File: src/rtl/btn_event_decoder.sv
// Button event decoder: press/short/long/repeat/release pulses from a filtered level.
// Optional auto-repeat while long-held is enabled by defining BTN_REPEAT_EN.
module btn_event_decoder #(
    parameter int LONG_CYCLES   = 25_000_000,
    parameter int REPEAT_CYCLES = 5_000_000
) (
    input  logic clk,
    input  logic rst,
    input  logic btn_n,
    output logic press_p,
    output logic short_p,
    output logic long_p,
    output logic repeat_p,
    output logic release_p,
    output logic held
);

    localparam int CW = $clog2(LONG_CYCLES + 1);
    localparam logic [CW-1:0] LONG_LAST = CW'(LONG_CYCLES - 1);
    localparam logic [CW-1:0] CNT_ONE   = CW'(1);

    typedef enum logic [1:0] {
        IDLE,
        PRESSED,
        LONG
    } state_e;

    state_e        state_q, state_d;
    logic [CW-1:0] cnt_q, cnt_d;
    logic          sync1_q, btn_s_q;
    logic          press_q, press_d;
    logic          short_q, short_d;
    logic          long_q, long_d;
    logic          release_q, release_d;
    logic          held_q, held_d;

`ifdef BTN_REPEAT_EN
    localparam int RW = $clog2(REPEAT_CYCLES + 1);
    localparam logic [RW-1:0] REP_LAST = RW'(REPEAT_CYCLES - 1);
    localparam logic [RW-1:0] RCNT_ONE = RW'(1);

    logic [RW-1:0] rcnt_q, rcnt_d;
    logic          repeat_q, repeat_d;
`endif

    // btn_n is asynchronous to clk; sync FFs reset to "not pressed"
    always_ff @(posedge clk or negedge rst) begin
        if (!rst) begin
            sync1_q <= 1'b0;
            btn_s_q <= 1'b0;
        end else begin
            sync1_q <= ~btn_n;
            btn_s_q <= sync1_q;
        end
    end

    always_comb begin
        state_d   = state_q;
        cnt_d     = cnt_q;
        press_d   = 1'b0;
        short_d   = 1'b0;
        long_d    = 1'b0;
        release_d = 1'b0;
`ifdef BTN_REPEAT_EN
        rcnt_d    = rcnt_q;
        repeat_d  = 1'b0;
`endif
        case (state_q)
            IDLE: begin
                if (btn_s_q) begin
                    state_d = PRESSED;
                    cnt_d   = CNT_ONE;
                    press_d = 1'b1;
                end
            end
            PRESSED: begin
                // release is checked first so it always beats the threshold
                if (!btn_s_q) begin
                    state_d   = IDLE;
                    cnt_d     = '0;
                    short_d   = 1'b1;
                    release_d = 1'b1;
                end else if (cnt_q == LONG_LAST) begin
                    state_d = LONG;
                    long_d  = 1'b1;
`ifdef BTN_REPEAT_EN
                    rcnt_d  = '0;
`endif
                end else begin
                    cnt_d = cnt_q + CNT_ONE;
                end
            end
            LONG: begin
                if (!btn_s_q) begin
                    state_d   = IDLE;
                    cnt_d     = '0;
                    release_d = 1'b1;
                end else begin
`ifdef BTN_REPEAT_EN
                    if (rcnt_q == REP_LAST) begin
                        repeat_d = 1'b1;
                        rcnt_d   = '0;
                    end else begin
                        rcnt_d = rcnt_q + RCNT_ONE;
                    end
`else
                    state_d = LONG;
`endif
                end
            end
            default: begin
                state_d = IDLE;
                cnt_d   = '0;
            end
        endcase
        held_d = (state_d == PRESSED) || (state_d == LONG);
    end

    always_ff @(posedge clk or negedge rst) begin
        if (!rst) begin
            state_q   <= IDLE;
            cnt_q     <= '0;
            press_q   <= 1'b0;
            short_q   <= 1'b0;
            long_q    <= 1'b0;
            release_q <= 1'b0;
            held_q    <= 1'b0;
        end else begin
            state_q   <= state_d;
            cnt_q     <= cnt_d;
            press_q   <= press_d;
            short_q   <= short_d;
            long_q    <= long_d;
            release_q <= release_d;
            held_q    <= held_d;
        end
    end

`ifdef BTN_REPEAT_EN
    always_ff @(posedge clk or negedge rst) begin
        if (!rst) begin
            rcnt_q   <= '0;
            repeat_q <= 1'b0;
        end else begin
            rcnt_q   <= rcnt_d;
            repeat_q <= repeat_d;
        end
    end

    assign repeat_p = repeat_q;
`else
    assign repeat_p = 1'b0;
`endif

    assign press_p   = press_q;
    assign short_p   = short_q;
    assign long_p    = long_q;
    assign release_p = release_q;
    assign held      = held_q;

endmodule

File: config.mk
export PLATFORM = sky130hd
export DESIGN_NAME = btn_event_decoder
export DESIGN_NICKNAME = d
export VERILOG_FILES = /design/src/rtl/btn_event_decoder.sv
export SDC_FILE = /design/constraint.sdc
export NUM_CORES = 1
export LEC_CHECK = 0
export CAP_MARGIN = 10
export CORE_AREA = 2 2 63 65
export CTS_CLUSTER_DIAMETER = 120
export DETAILED_ROUTE_END_ITERATION = 8
export DIE_AREA = 0 0 65 67
export PLACE_DENSITY = 0.79
export SLEW_MARGIN = 0
export SYNTH_ARGS = -nofsm -noshare
export SYNTH_HDL_FRONTEND = slang
export SYNTH_SLANG_ARGS = --single-unit
File: constraint.sdc
create_clock -name clk -period 2.2 [get_ports clk]
set_input_delay 0.44 -clock clk [delete_from_list [all_inputs] [get_ports clk]]
set_output_delay 0.44 -clock clk [all_outputs]
set_load 0.005 [all_outputs]
# Yosys cells after proc, flatten, opt, wreduce, memory -nomap -nowiden

Index checks and enable logic that the tools add are counted.

Register bits after elaboration: 34
Input bits: 3
Output and inout bits: 6

Add/subtract/negate cells: 1
Eq/ne operators: 8
Mux-type cells: 18
Bitwise gates (word level): 1
Reductions and logical operators: 4

Operators with widths:

| cell                                                            | number |
|---|---|
| 25-bit 2-to-1 mux                                               | 4 |
| 25-bit case mux with 3 select lines                             | 1 |
| 25-bit by 1-bit adder with 25-bit output, second input constant | 1 |
| 25-bit == test, second input constant                           | 1 |
| 1-bit 2-to-1 mux                                                | 8 |
| 2-bit 2-to-1 mux                                                | 4 |
| 2-bit case mux with 3 select lines                              | 1 |
| 2-bit by 1-bit == test with 1-bit output, second input constant | 2 |
| 2-bit == test, second input constant                            | 2 |
| 2-bit inequality test, second input constant                    | 2 |
| 3-bit inequality test, second input constant                    | 1 |
| 3-bit AND reduction                                             | 1 |
| 2-bit logical NOT                                               | 1 |
| 2-bit OR reduction                                              | 1 |
| 1-bit logical OR                                                | 1 |
| 1-bit inverter                                                  | 1 |

# Longest topological paths before layout

Gate-level depths: netlist of run 1.

Depth in word-level cells: 6
Gate-level depth with buffers: 8

# Worst setup path before layout of run 1

No wires, ideal clock.

Kind: reg2reg
Start point: reg state_q[0]
End point: reg cnt_q[18]
Data arrival time: 2,023 ps
Slack: 45 ps
Stages on the path, launching flop included: 8
Clock period less this slack: 2,155 ps
Path through: dfrtp_1 > inv_1 > ha_1 > mux2_4 > or4_4 > nor4_2 > xnor2_1 > nor2_1

Word-level cells in the longest chain between the ends: 3

RTL lines:

| what                                                                                   | RTL line | RTL |
|---|---|---|
| start: declaration                                                                     | 28       | `state_e state_q, state_d;` |
| start signal: assignment                                                               | 129      | `state_q <= state_d;` |
| 2-bit by 1-bit == test with 1-bit output (tied with other cells)                       | 68       | `case (state_q)` |
| 3-bit inequality test (no source line) / 2-bit inequality test (equally long branches) | n/a      |  |
| 3-bit AND reduction (no source line)                                                   | n/a      |  |
| end signal: assignment                                                                 | 130      | `cnt_q <= cnt_d;` |
| end: declaration                                                                       | 29       | `logic [CW-1:0] cnt_q, cnt_d;` |

Parallel ways exist; a longest one is shown, timed or not.
A chain may end at the register's enable or synchronous reset.

# Final worst setup path of run 1

Start point: reg state_q[1]
End point: reg cnt_q[18]

Same word-level chain as after synthesis.

==> out/metrics.csv, run 1 <==
metric,value,unit
synth-edff-count,0,
area_delta_synth_final,17.23,%
fin_crit,2128,ps
arrival,2300,ps
hold_viol,0,
cp-start-kind,register,
filler_cell_count,325,
syn_area,0.001888,mm2
antenna_found_initial,0,
die-width,65,um
ys_types,43,
grt_usage,0.2101,
max_stage_delay,550,ps
wl_per_cell,14.86,um
setup_violations,0,
p_per_area,766.3,mW/mm2
finClkSkew,3.441,ps
grt_pass1_wl,6900,um
fin_nets,234,
synth_top_area_cell,dfrtp_1,
synth_top_area_share,0.4506,
wl,4086,um
rsz0062_at_grt,false,
synth.net_count,210,
cts_buffers,5,
layout.cells.non_filler,275,
synth.avg_cell_area,9.347,um2
cts_root_buffer,clkbuf_8,
vias,1615,
antenna_left,0,
status,completed,
grt-ovfl-total,0,
worstSetupPathType,reg -> reg,
holdPathStages,0,
worstHoldStart,sync1_q,
drive_gt1_frac,0.1233,
r2r_end,cnt_q[18],
r2r_cells,7,
die_h,67,um
grt_max_degree,35,
syn_inst,202,
drc,0,
critPathRequiredTime,2370,ps
max_freq,469.9,MHz
synth-seq-area-share,0.4506,
final_max_slew_viol_count,0,
worstPathCellList,inv_1 > ha_1 > mux2_4 > or4_4 > nor4_4 > xnor2_1 > nor2_1,
hpwl,2983,um
worst_setup_path_end_kind,register,
dr.pass1.iters,5,
initial_core_util,0.5236,
crit_fanout,4,
portBuffers,7,
post-route-period-util,0.9673,
yosysMostFrequentCell,dfrtp_1,
row_count,22,
ys.flop_type,dfrtp_1,
ys_top_cells_by_count,"dfrtp_1 (34), nand2_1 (19), nor2_1 (18), nand3_1 (16)",
clk_pin_slew,70,ps
cts_tree,yes,
worst_path_max_delay_cell,or4_4,
ff2ff_setup_slack,70,ps
yosysWarnings,0,
via_per_inst,5.873,
fin_setup_tns,0,ps
synth-seq-cells,34,
ir_drop,400.1,uV
synth_area_leaders,"dfrtp_1 (45%), nand3_1 (4.2%), xor2_1 (4.2%), nand2_1 (3.8%), nor2_1 (3.6%)",
core-area,0.003606,mm2
htree_levels,2,
grt_pass1_vias,1484,
clk-insertion-delay-late,280,ps
diodes,0,
hp-class,reg -> reg,
hold_buffers,0,
gp_congestion,0.8333,
cts.sinks,34,
r2r-start,state_q[1],
dieArea,0.004355,mm2
worstHoldEndpoint,btn_s_q,
dp_cells,265,
async_flop_share,1.000,
dr.first_iter.drc_count,81,
pin_count,9,
drv_cap,0,
cts_buffer_depth,2,
leakage,0.9877,nW
metal layers:
metal | track usage | vias to the layer above | wire length, um
met2 | 0.3454 | 28 | 2018
met1 | 0.2691 | 789 | 1886
met5 | 0 | - | 0
li1 | - | 792 | -
met4 | 0.06915 | 0 | 57
met3 | 0.05405 | 6 | 123
stage by stage:
stage | util | instance area [um2] | hold WS, ps | setup slack, ps | total power (W)
after CTS | 0.6072 | 2190 | 348.2 | 72.41 | 0.001710
after global routing | 0.6138 | 2213 | 350.1 | 3.336 | 0.001812
after floorplan | - | 1888 | 144.4 | 44.79 | 0.001008
after global placement | 0.5819 | 2098 | 332.5 | 170.1 | 0.001224
after detailed placement | 0.5819 | 2098 | 337.1 | 87.31 | 0.001237
final | 0.6138 | 2213 | 346.3 | 71.96 | 0.001696
layout by cell type, fill, tap and decap left out, drive strengths merged:
cell,instances
a211o,1
a21o,1
a21oi,8
a22o,1
a311o,1
a31oi,1
and2,4
and3,4
and4,4
buf,17
clkbuf,7
clkdlybuf4s50,7
clkinv,1
conb,1
dfrtp,34
ha,5
inv,3
mux2,1
mux2i,3
nand2,19
nand2b,2
nand3,16
nand4,9
nand4b,3
nor2,18
nor2b,3
nor3,7
nor3b,1
nor4,4
nor4b,2
o211a,1
o211ai,3
o21a,1
o21ai,8
o31ai,1
o32a,1
or3,7
or4,6
xnor2,2
xor2,9
registers in the layout, indices dropped and copies added, names as in the netlist:
register,flops
short_p,1
btn_s_q,1
press_p,1
state_q,2
cnt_q,25
long_p,1
sync1_q,1
held,1
release_p,1
how the worst max path moves through the flow:
stage	from	to	slack (ps)	depth (start not counted)
floorplan	state_q[0]	cnt_q[18]	40	7
global placement	state_q[1]	cnt_q[18]	170	7
detailed placement	state_q[1]	cnt_q[18]	90	7
CTS	state_q[1]	cnt_q[18]	70	7
global route	state_q[1]	cnt_q[18]	3	7
finish	state_q[1]	cnt_q[18]	70	7
layout make-up:
class / instances / area, um2 / share of cell area
timing repair buffer: 24 / 197.7 / 0.08932
clock inverter: 1 / 5.005 / 0.002261
tap: 48 / 60.06 / 0.02713
multi-input combinational: 158 / 1002 / 0.4528
sequential: 34 / 850.8 / 0.3844
inverter: 3 / 11.26 / 0.005088
clock buffer: 7 / 86.33 / 0.03901
power breakdown:
| group | switching, W | internal (W) |
|---|---|---|
| logic | 0.000274 | 0.000225 |
| registers | 0.0000422 | 0.000686 |
| clock network | 0.000217 | 0.000252 |
critical path: cells and delay by family (launching register included):
family	cells	cell delay [ps]
multiplexers	1	300
adder cells (fa/ha/maj)	1	200
buffers and inverters	1	90
AND/OR/NAND/NOR	3	850
XOR/XNOR	1	160
flip-flops	1	410
logic make-up after synthesis:
logic type | after synthesis | share of synthesized area
flip-flops | 34 | 0.4506
XOR/XNOR | 11 | 0.05103
multiplexers | 4 | 0.02386
AND/OR/NAND/NOR | 109 | 0.3214
AO/OA/AOI/OAI | 28 | 0.09477
other | 1 | 0.001986
buffers and inverters | 10 | 0.02319
adder cells (fa/ha/maj) | 5 | 0.03313
timing repair:
| item | 4_1_cts | 5_1_grt |
|---|---|---|
| hold endpoints to repair | 0 | 0 |
| buffers inserted | 0 | 2 |
| resized for setup | 0 | 1 |
| setup endpoints to repair | 0 | 1 |
Note: power is estimated with default switching activity, not from simulation.
==> inputs of run 2 (changes only) <==
- CORE_AREA: 2 2 63 65 -> 2 2 59 61
- DIE_AREA: 0 0 65 67 -> 0 0 61 63
- HOLD_SLACK_MARGIN: not set -> 0.05
- PLACE_DENSITY: 0.79 -> 0.84
- clock period: 2.2 -> 2.7 ns (I/O delays scaled with it)
==> run 2 against run 1 <==
- fmax is 7.9% lower
- largest power group unchanged
- sequential power shrank 17%
- utilization increased by 2.4 points
- critical path depth down 1
- global-route usage rose by 2.2 points
- non-clock buffer count shrank 13
- power is 29% lower
- routed wire length is 7.7% lower
- count of clock-buffer cells in the layout down 2
- final cell count down 5.8%
- highest routed layer unchanged
- clock skew grew 15 ps
- sequential share of layout area grew 2.8 points
==> out/metrics.csv, run 2 (same netlist as run 1, synthesis figures left out) <==
metric,value,unit,change
status,completed,,
cts_buffer_depth,2,,unchanged
worstHoldStart,sync1_q,,
grt_usage,0.2320,,+0.02196
drive_gt1_frac,0.07042,,-0.05293
pin_count,9,,unchanged
max_stage_delay,550,ps,about the same
grt_pass1_vias,1465,,-1.3%
hp-class,reg -> reg,,
fin_crit,2311,ps,+183.0 ps
dieArea,0.003843,mm2,-12%
dr.pass1.iters,5,,unchanged
largestRegisters,"cnt_q: 25 flops, state_q: 2 flops",,
worst_setup_path_end_kind,register,,
dp_cells,252,,-4.9%
crit_fanout,10,,+6
antenna_left,0,,unchanged
grt_max_degree,35,,unchanged
largest_register_ffs,25,,unchanged
cts_root_buffer,clkbuf_4,,
core-area,0.003232,mm2,-10%
layout.cells.non_filler,259,,-5.8%
antenna_found_initial,0,,unchanged
cts-resized-gates,0,,unchanged
postPlaceCellArea,0.002013,mm2,-4.1%
setup_violations,0,,unchanged
worstPathCellList,inv_1 > ha_1 > mux2_4 > or4_4 > or3_1 > a21oi_1,,
gp_congestion,0.9413,,+13%
die-width,61,um,-6.2%
largest_register,cnt_q,,
initial_core_util,0.5842,,+0.06061
diodes,0,,unchanged
hold_buffers,0,,unchanged
startpoint,state_q[0],,
die_h,63,um,-6.0%
drc,0,,unchanged
fin_nets,221,,-5.6%
slew_headroom,0.5690,,
rsz0062_at_grt,false,,
path_delay_family,simple AND/OR/NAND/NOR gates,,
cts_buffers,5,,unchanged
area_delta_synth_final,9.145,%,
max_freq,432.7,MHz,-7.9%
crit_buf_inv,1,,unchanged
worst_path_max_delay_cell,or4_4,,
final_max_slew_viol_count,0,,unchanged
finClkSkew,18.60,ps,+15.16 ps
grt_pass1_wl,6699,um,-2.9%
whs,358.5,ps,+12.11 ps
final_cell_mix,"dfrtp_1 (34), nand2_1 (19), nor2_1 (18)",,
critPathRequiredTime,2990,ps,+620 ps
p_per_area,581.8,mW/mm2,-24%
cts_tree,yes,,
clk-insertion-delay-late,350,ps,+70 ps
setup_slack,389.0,ps,+317.0 ps
htree_levels,2,,unchanged
drv_cap,0,,unchanged
postLayoutCellArea,0.002061,mm2,-6.9%
ir_drop,350.4,uV,-12%
portBuffers,7,,unchanged
wl,3770,um,-7.7%
fin_setup_tns,0,ps,unchanged
leakage,0.8863,nW,-10%
tightest_slew,641.5,ps,
worstSetupPathType,reg -> reg,,
vias,1557,,-3.6%
cp-start-kind,register,,
grt-ovfl-total,0,,unchanged
hold_viol,0,,unchanged
dr.first_iter.drc_count,66,,-19%
row_count,21,,-4.5%
wl_per_cell,14.56,um,-2.0%
cts.sinks,34,,unchanged
hpwl,2652,um,-11%
arrival,2600,ps,+300 ps
via_per_inst,6.012,,+2.4%
final_common_cell,dfrtp_1,,
post-place-ws,415.0,ps,+327.7 ps
clk_pin_slew,110,ps,+40 ps
post_cts_buffers,0,,unchanged
r2r-start,state_q[0],,
post-route-period-util,0.8559,,-0.1114
[run 2: worst paths after layout]
| check | end | slack (ps) | depth (start not counted) |
|---|---|---|---|
| max | cnt_q[14] | 390 | 6 |
| min in group asynchronous | cnt_q[14] | 580 | 2 |
| min reg2reg | btn_s_q | 360 | 0 |
| max in group asynchronous | cnt_q[9] | 1800 | 2 |
| min | btn_s_q | 360 | 0 |
| max reg2reg | cnt_q[14] | 390 | 6 |
[run 2: cell type report]
class                   instances  area, um2
fillers                       271       1171
clock buffers                   5      37.54
flip-flops and latches         34      850.8
clock inverters                 2      10.01
well taps                      46      57.56
multi-input cells             158      993.5
repair buffers                 11      100.1
inverters                       3      11.26
[run 2: per-layer routing]
metal  GRT usage  vias to the layer above  part of all wire
li1            -                      764                 -
met1      0.3276                      725              0.48
met2      0.3360                       59              0.44
met3     0.06418                        9             0.059
met4     0.08696                        0             0.017
met5           0                        -                 0
[run 2: report_power, final]
group          switching (W)  internal (W)  total [W]
logic               0.000196      0.000141   0.000337
clock network       0.000163     0.0000934   0.000256
registers          0.0000484      0.000558   0.000606
[run 2: through the flow]
| step | total power (W) | utilization |
|---|---|---|
| after floorplan | 0.0008216 | - |
| after global placement | 0.0009427 | 0.6229 |
| after detailed placement | 0.0009467 | 0.6229 |
| final | 0.001199 | 0.6376 |
| after CTS | 0.001205 | 0.6376 |
| after global routing | 0.001282 | 0.6376 |
==> RTL edit: new RTL, settings of run 1 <==
Put one more register stage on the output `release_p`, cleared by the reset. The value now appears one clock later. The other outputs are not delayed to match.
--- a/src/rtl/btn_event_decoder.sv
+++ b/src/rtl/btn_event_decoder.sv
@@ -155,7 +155,13 @@
     assign press_p   = press_q;
     assign short_p   = short_q;
     assign long_p    = long_q;
-    assign release_p = release_q;
+    always_ff @(posedge clk or negedge rst) begin
+        if (!rst) begin
+            release_p <= '0;
+        end else begin
+            release_p <= release_q;
+        end
+    end
     assign held      = held_q;
 
 endmodule
Function: changed (a bounded check fails within 10 cycles, from zero or initial values and one cycle with rst low).
==> RTL edit against run 1 <==
  * Setup slack worse by 0.0039 ns
  * Sequential cell count is 1 higher
  * Combinational power is 6.2% higher
  * Power is 5.1% higher
  * Routed wire length hardly changed
  * Non-clock buffer count is 5 higher
  * Synthesized area is 1.3% higher
  * Design area is 2.8% higher
  * Largest power group unchanged
  * Highest routed layer unchanged
==> RTL edit: results <==
[power]
peakVddDrop_v = 0.000502
power_sequential_mw = 0.746
power.share.switching_pct = 30.9
power_leakage_nw = 1.01

[final_layout]
fraction_of_standard_cell_area_in_multi_input_logic_pct = 43.7
num-fill-cells = 302
signal_buffer_area_fraction_pct = 10.3
clk_share_pct = 4.40
drive_above_1_share_pct = 14.2

[timing]
fin_worst_skew_ns = 0.00489
holdWs_ns = 0.352

[logic_synthesis]
syn-num-nets = 211
synth_mux_area_share_pct = 2.35
synth_top_cells_by_area = "sky130_fd_sc_hd__dfrtp_1 (46%), sky130_fd_sc_hd__nand3_1 (4.2%), sky130_fd_sc_hd__xor2_1 (4.1%)"
yosys.area_share.adder_pct = 3.27
synth_area_in_compound_gates_pct = 9.35
ys_seq_area_share_pct = 45.8
ys_seq_elements = 35
post_synth.cell_area_avg_um2 = 9.42

[global_route]
grt_use_met2_pct = 33.8
grt.total_usage_pct = 21.5
grt_max_degree = 21
global_route_wire_length_before_repair_um = 7120
first_global_vias = 1527

[detailed_routing]
via_count = 1641
met2WireLength_um = 1920
detailroute.wirelength.met3_um = 95
drt_first_pass_iters = 4
iteration_0_drc_markers = 117
wl_per_cell_um = 14.6

[run_status]
run_status = "complete, no violations"

[placement]
dp_hpwl_um = 3050
-- RTL edit: cell count changes after synthesis --
cell / delta
sky130_fd_sc_hd__dfrtp_1: +1
-- RTL edit: worst register-to-register path, stage by stage, from the launching register on --
cell and delay [ns]:
sky130_fd_sc_hd__dfrtp_1 0.41, sky130_fd_sc_hd__inv_1 0.09, sky130_fd_sc_hd__ha_1 0.21, sky130_fd_sc_hd__mux2_4 0.30
sky130_fd_sc_hd__or4_4 0.54, sky130_fd_sc_hd__nor4_2 0.26, sky130_fd_sc_hd__xnor2_1 0.15, sky130_fd_sc_hd__nor2_1 0.06
-- RTL edit: per-stage QoR --
step	util, %	area (µm²)	setup WS, ns	power (mW)
global placement	60.1	2170	0.167	1.27
detailed placement	60.1	2170	0.0845	1.28
global route	63.1	2280	-0.0362	1.89
finish	63.1	2280	0.0681	1.78
CTS	62.9	2270	0.0700	1.79
floorplan	-	1910	0.0448	1.03
